**src/rtl/updown_counter_p.sv**
```systemverilog
// rtl/updown_counter_p.sv - parametrised up/down counter with load, wrap/saturate, sticky flags
// Optional q_par (even parity of q) enabled by defining COUNTER_PARITY_EN.
module updown_counter_p #(
    parameter int WIDTH    = 8,
    parameter int STEP     = 1,
    parameter int MAX_VAL  = 2**WIDTH-1,
    parameter int SATURATE = 0
) (
    input  logic             clk,
    input  logic             rst,
    input  logic [WIDTH-1:0] data_in,
    input  logic             ld,
    input  logic             inc,
    input  logic             dec,
    input  logic             clr_flags,
    output logic [WIDTH-1:0] q,
    output logic             at_max,
    output logic             at_min,
    output logic             ovf,
    output logic             unf
`ifdef COUNTER_PARITY_EN
    ,
    output logic             q_par
`endif
);

    if (WIDTH < 2 || STEP == 0 || STEP > MAX_VAL || MAX_VAL > 2**WIDTH-1) begin : g_param_err
        $error("updown_counter_p: illegal WIDTH/STEP/MAX_VAL combination");
    end

    // One extra bit so q+STEP and q+MOD-STEP never truncate before the limit compare.
    localparam logic [WIDTH:0] MAX_W  = (WIDTH+1)'(MAX_VAL);
    localparam logic [WIDTH:0] STEP_W = (WIDTH+1)'(STEP);
    localparam logic [WIDTH:0] MOD_W  = MAX_W + (WIDTH+1)'(1);
    localparam logic [WIDTH-1:0] MAX_Q = MAX_W[WIDTH-1:0];

    logic [WIDTH:0]   q_ext;
    logic [WIDTH:0]   up_sum;
    logic [WIDTH:0]   up_wrap;
    logic [WIDTH:0]   dn_diff;
    logic [WIDTH:0]   dn_wrap;
    logic [WIDTH:0]   ld_ext;
    logic [WIDTH-1:0] q_nxt;
    logic             set_ovf;
    logic             set_unf;

    always_comb begin
        q_ext   = {1'b0, q};
        ld_ext  = {1'b0, data_in};
        up_sum  = q_ext + STEP_W;
        up_wrap = up_sum - MOD_W;
        dn_diff = q_ext - STEP_W;
        dn_wrap = q_ext + MOD_W - STEP_W;
        q_nxt   = q;
        set_ovf = 1'b0;
        set_unf = 1'b0;
        if (ld) begin
            q_nxt = (ld_ext > MAX_W) ? MAX_Q : data_in;
        end else if (inc && !dec) begin
            if (up_sum <= MAX_W) begin
                q_nxt = up_sum[WIDTH-1:0];
            end else begin
                set_ovf = 1'b1;
                q_nxt   = (SATURATE != 0) ? MAX_Q : up_wrap[WIDTH-1:0];
            end
        end else if (dec && !inc) begin
            if (q_ext >= STEP_W) begin
                q_nxt = dn_diff[WIDTH-1:0];
            end else begin
                set_unf = 1'b1;
                q_nxt   = (SATURATE != 0) ? '0 : dn_wrap[WIDTH-1:0];
            end
        end
    end

    always_ff @(posedge clk) begin
        if (!rst) begin
            q   <= '0;
            ovf <= 1'b0;
            unf <= 1'b0;
        end else begin
            q   <= q_nxt;
            // A flag being set on this edge beats a simultaneous clear.
            ovf <= set_ovf | (ovf & ~clr_flags);
            unf <= set_unf | (unf & ~clr_flags);
        end
    end

`ifdef COUNTER_PARITY_EN
    always_ff @(posedge clk) begin
        if (!rst) begin
            q_par <= 1'b0;
        end else begin
            q_par <= ^q_nxt;
        end
    end
`endif

    assign at_max = (q == MAX_Q);
    assign at_min = (q == '0);

endmodule

```
**config.mk**
```make
export PLATFORM = sky130hd
export DESIGN_NAME = updown_counter_p
export DESIGN_NICKNAME = d
export VERILOG_FILES = /design/src/rtl/updown_counter_p.sv
export SDC_FILE = /design/constraint.sdc
export NUM_CORES = 1
export LEC_CHECK = 0
export CAP_MARGIN = 10
export CORE_MARGIN = 2
export CORE_UTILIZATION = 40
export CTS_BUF_LIST = sky130_fd_sc_hd__clkbuf_16
export CTS_CLUSTER_SIZE = 8
export DETAILED_ROUTE_END_ITERATION = 7
export GPL_ROUTABILITY_DRIVEN = 0
export HOLD_SLACK_MARGIN = 0.08
export PLACE_DENSITY = 0.76
export RECOVER_POWER = 100
export SLEW_MARGIN = 5
export SYNTH_ARGS = -nofsm -noshare
export SYNTH_HDL_FRONTEND = slang
export SYNTH_SLANG_ARGS = --single-unit
```
**constraint.sdc**
```tcl
create_clock -name clk -period 2.3 [get_ports clk]
set_clock_uncertainty 0.2 [all_clocks]
set_input_delay 0.23 -clock clk [delete_from_list [all_inputs] [get_ports clk]]
set_output_delay 0.23 -clock clk [all_outputs]
set_load 0.005 [all_outputs]
```
==> report_table.html <==
<table>
<tr><th>Metric</th><th>Value</th></tr>
<tr><th colspan="2">Yosys</th></tr>
<tr><td>Sequential fraction of the synthesis area</td><td>22.89%</td></tr>
<tr><td>Post-synth EDFFs</td><td>0</td></tr>
<tr><td>Post-synth design cell area</td><td>874.6 um2</td></tr>
<tr><td>Avg Synthesized Cell Area</td><td>7.540 um2</td></tr>
<tr><td>Cells after synthesis</td><td>116</td></tr>
<tr><td>Count of state elements after synthesis</td><td>10</td></tr>
<tr><td>Ys flop type</td><td>sky130_fd_sc_hd__dfxtp_1</td></tr>
<tr><td>Syn. warnings</td><td>0</td></tr>
<tr><td>Distinct cell type count of the synthesized netlist</td><td>40</td></tr>
<tr><td>Async SR Flop Fraction</td><td>0%</td></tr>
<tr><td>Post-Syn Nets</td><td>134</td></tr>
<tr><th colspan="2">Placed design</th></tr>
<tr><td>Final HPWL from detailed placement</td><td>1827 um</td></tr>
<tr><td>Buffers on Ports</td><td>25</td></tr>
<tr><th colspan="2">GRT</th></tr>
<tr><td>Vias in the first global route</td><td>906</td></tr>
<tr><td>Antenna violations before repair</td><td>0</td></tr>
<tr><td>Wire length of the first global-routing pass</td><td>4167 um</td></tr>
<tr><td>Congestion Overflow GR</td><td>0</td></tr>
<tr><td>GRT Util Overall</td><td>21.43%</td></tr>
<tr><td>Maximum number of pins on one net before global-route repair</td><td>13</td></tr>
<tr><th colspan="2">STA</th></tr>
<tr><td>Relative max-transition margin</td><td>72.13%</td></tr>
<tr><td>Minimum hold slack</td><td>0.3594 ns</td></tr>
<tr><td>Tightest Pin Transition</td><td>0.4166 ns</td></tr>
<tr><td>Minimum clock period after layout</td><td>2.218 ns</td></tr>
<tr><td>Ratio of final minimum period to clock period</td><td>96.45%</td></tr>
<tr><td>Number of max-slew violations in the final report</td><td>0</td></tr>
<tr><td>Timing-limited maximum frequency</td><td>450.8 MHz</td></tr>
<tr><td>Total of endpoints with negative setup slack in the final report</td><td>0</td></tr>
<tr><td>Fin. Hold Viols</td><td>0</td></tr>
<tr><td>Summed negative setup slack over all endpoints</td><td>0 ns</td></tr>
<tr><th colspan="2">Clock tree</th></tr>
<tr><td>Count of hold buffers inserted by post-cts repair</td><td>0</td></tr>
<tr><td>Clock tree from TritonCTS</td><td>built</td></tr>
<tr><td>H-tree level count</td><td>1</td></tr>
<tr><td>Root buffer selected by CTS</td><td>sky130_fd_sc_hd__clkbuf_16</td></tr>
<tr><td>Cts bufs inserted</td><td>3</td></tr>
<tr><td>Clock transition at the register clock pins on the worst setup and hold paths after CTS</td><td>0.04 ns</td></tr>
<tr><td>Num Clock Sinks</td><td>10</td></tr>
<tr><td>Clk buf depth</td><td>2</td></tr>
<tr><td>Insertion delay to the later sink of the worst-skew pair</td><td>0.24 ns</td></tr>
<tr><th colspan="2">Worst setup path</th></tr>
<tr><td>WP data arrival</td><td>1.79 ns</td></tr>
<tr><td>Critical Path Start Type</td><td>flop</td></tr>
<tr><td>Endpoint kind of the worst setup timing path</td><td>primary output</td></tr>
<tr><td>Critical path data required time</td><td>1.87 ns</td></tr>
<tr><td>Largest driver fanout on the critical path</td><td>9</td></tr>
<tr><td>Crit path kind</td><td>reg -&gt; out</td></tr>
<tr><th colspan="2">Layout</th></tr>
<tr><td>Diode count</td><td>0</td></tr>
<tr><td>Ratio of cells with drive above 1 in the final layout</td><td>14.79%</td></tr>
<tr><td>Synthesis-to-layout area growth</td><td>44.49%</td></tr>
<tr><td>Finished Core Util</td><td>62.50%</td></tr>
<tr><td>Number of filler cells placed in the layout</td><td>169</td></tr>
<tr><td>Number of nets at the end of the flow</td><td>162</td></tr>
<tr><th colspan="2">Run</th></tr>
<tr><td>Maximum capacitance violations</td><td>0</td></tr>
<tr><th colspan="2">Detailed routing</th></tr>
<tr><td>Via-per-instance ratio</td><td>5.556</td></tr>
<tr><td>Wire length per cell</td><td>15.25 um</td></tr>
<tr><td>Final wirelength</td><td>2578 um</td></tr>
<tr><td>Iteration-0 DRC count of the detailed router</td><td>23</td></tr>
<tr><td>DRC errors left</td><td>0</td></tr>
<tr><td>Iteration count of the initial detailed-routing pass</td><td>4</td></tr>
<tr><td>Number of nets with antenna violations after routing</td><td>0</td></tr>
<tr><td>Total via count in the routed design</td><td>939</td></tr>
<tr><th colspan="2">Power and ir drop</th></tr>
<tr><td>LEAKAGE</td><td>0.4795 nW</td></tr>
<tr><td>Pwr/cell area</td><td>577.4 nW/um2</td></tr>
<tr><td>Total Power</td><td>729.7 uW</td></tr>
<tr><td>VDD IR max</td><td>421.9 uV</td></tr>
<tr><th colspan="2">Floorplanning</th></tr>
<tr><td>Total core area</td><td>2022 um2</td></tr>
<tr><td>Horizontal die dimension</td><td>50.76 um</td></tr>
<tr><td>Vertical extent of the die</td><td>50.76 um</td></tr>
<tr><td>Initial Util</td><td>43.25%</td></tr>
<tr><td>Rows</td><td>16</td></tr>
<tr><td>Ports placed on the boundary</td><td>26</td></tr>
<tr><td>Die Area</td><td>2577 um2</td></tr>
<tr><th colspan="2">Run status</th></tr>
<tr><td>Run status</td><td>completed</td></tr>
<tr><th colspan="2">Worst hold path</th></tr>
<tr><td>Hold Path Class</td><td>reg -&gt; reg</td></tr>
</table>
routing by layer:
layer  GRT usage, %  vias to the layer above  wire, um  part of all wire [%]
li1               -                      462         -                     -
met1          25.99                      432      1089                    42
met2          37.28                       40      1300                    50
met3          4.167                        5       155                   6.0
met4          7.658                        0        33                   1.3
met5              0                        -         0                     0
what timing repair did:
item | CTS | global route
endpoints found under the setup margin | 2 | 2
resized for setup | 1 | 6
setup buffers | 1 | 0
pin swaps | 1 | 0
cells in the mapped netlist, drive strengths merged, types with 2 or more instances:
master | count | area (um2)
xnor2 | 6 | 52.55
nor4 | 4 | 40.04
inv | 7 | 26.28
nor3 | 3 | 15.01
a21oi | 8 | 40.04
mux2i | 2 | 20.02
nand2 | 14 | 52.55
nor2b | 3 | 18.77
clkbuf | 4 | 15.01
or3 | 2 | 12.51
o22ai | 3 | 25.02
nand3 | 5 | 25.02
and2 | 3 | 18.77
ha | 4 | 50.05
dfxtp | 10 | 200.2
buf | 5 | 27.53
o21ai | 8 | 40.04
xor2 | 3 | 26.28
o21a | 2 | 15.01
nor2 | 4 | 15.01
metrics by stage:
step                      instance area [um2]  setup slack [ns]  instances
after floorplan                         874.6            0.5800        116
after global placement                   1161            0.1680        165
after detailed placement                 1161            0.1275        165
after CTS                                1245           0.01697        169
after global routing                     1264         -0.009614        169
final                                    1264           0.08172        169
worst max-delay path, cell delays in order, from the launching register on:
cell and delay [ns]:
sky130_fd_sc_hd__dfxtp_1 0.55, sky130_fd_sc_hd__and3_4 0.27, sky130_fd_sc_hd__nand2_1 0.09, sky130_fd_sc_hd__nor2_1 0.11
sky130_fd_sc_hd__clkdlybuf4s50_1 0.51
final cells by class:
cell class | instances | area [um2] | share of cell area (%)
flip-flops and latches | 10 | 205.2 | 16.24
repair buffers | 32 | 302.8 | 23.96
inverters | 7 | 26.28 | 2.079
clock buffers | 3 | 75.07 | 5.941
well taps | 27 | 33.78 | 2.673
multi-input cells | 90 | 620.6 | 49.11
logic make-up (layout without fill, tap and decap cells):
| logic type | count (synthesis) | count (layout) | share of synthesized area, % |
|---|---|---|---|
| DFF | 10 | 10 | 22.89 |
| buffers and inverters | 16 | 42 | 7.869 |
| muxes | 2 | 2 | 2.289 |
| adders and majority gates | 4 | 4 | 5.723 |
| and+or+nand+nor | 46 | 46 | 30.04 |
| xor gates and xnor gates | 9 | 9 | 9.013 |
| AOI/OAI and AO/OA | 29 | 29 | 22.18 |
flip-flops by register name, indices dropped and copies added, names as in the netlist:
signal / count
unf: 1
ovf: 1
q: 8
cell usage in the layout (no fill, tap or decap), drive strengths merged, types with 5 or more instances in the layout:
master / netlist / routed
clkdlybuf4s50: 0 / 21
nand2: 14 / 14
dfxtp: 10 / 10
a21oi: 8 / 8
o21ai: 8 / 8
inv: 7 / 7
buf: 5 / 7
xnor2: 6 / 6
nand3: 5 / 5
report_power, final:
part / switching, mW / internal (mW) / total, mW
Combinational: 0.0927 / 0.112 / 0.204
Sequential: 0.0284 / 0.188 / 0.216
Clock: 0.0834 / 0.226 / 0.309
final timing paths:
path,cells after the start,start,slack (ns),to
hold reg to reg,2,q[5],0.36,ovf
setup / recovery,4,q[3],0.08,at_max
hold / removal,2,q[5],0.36,ovf
setup reg to reg,6,q[2],0.36,q[7]
No activity file was read; power rests on OpenSTA's default activity.
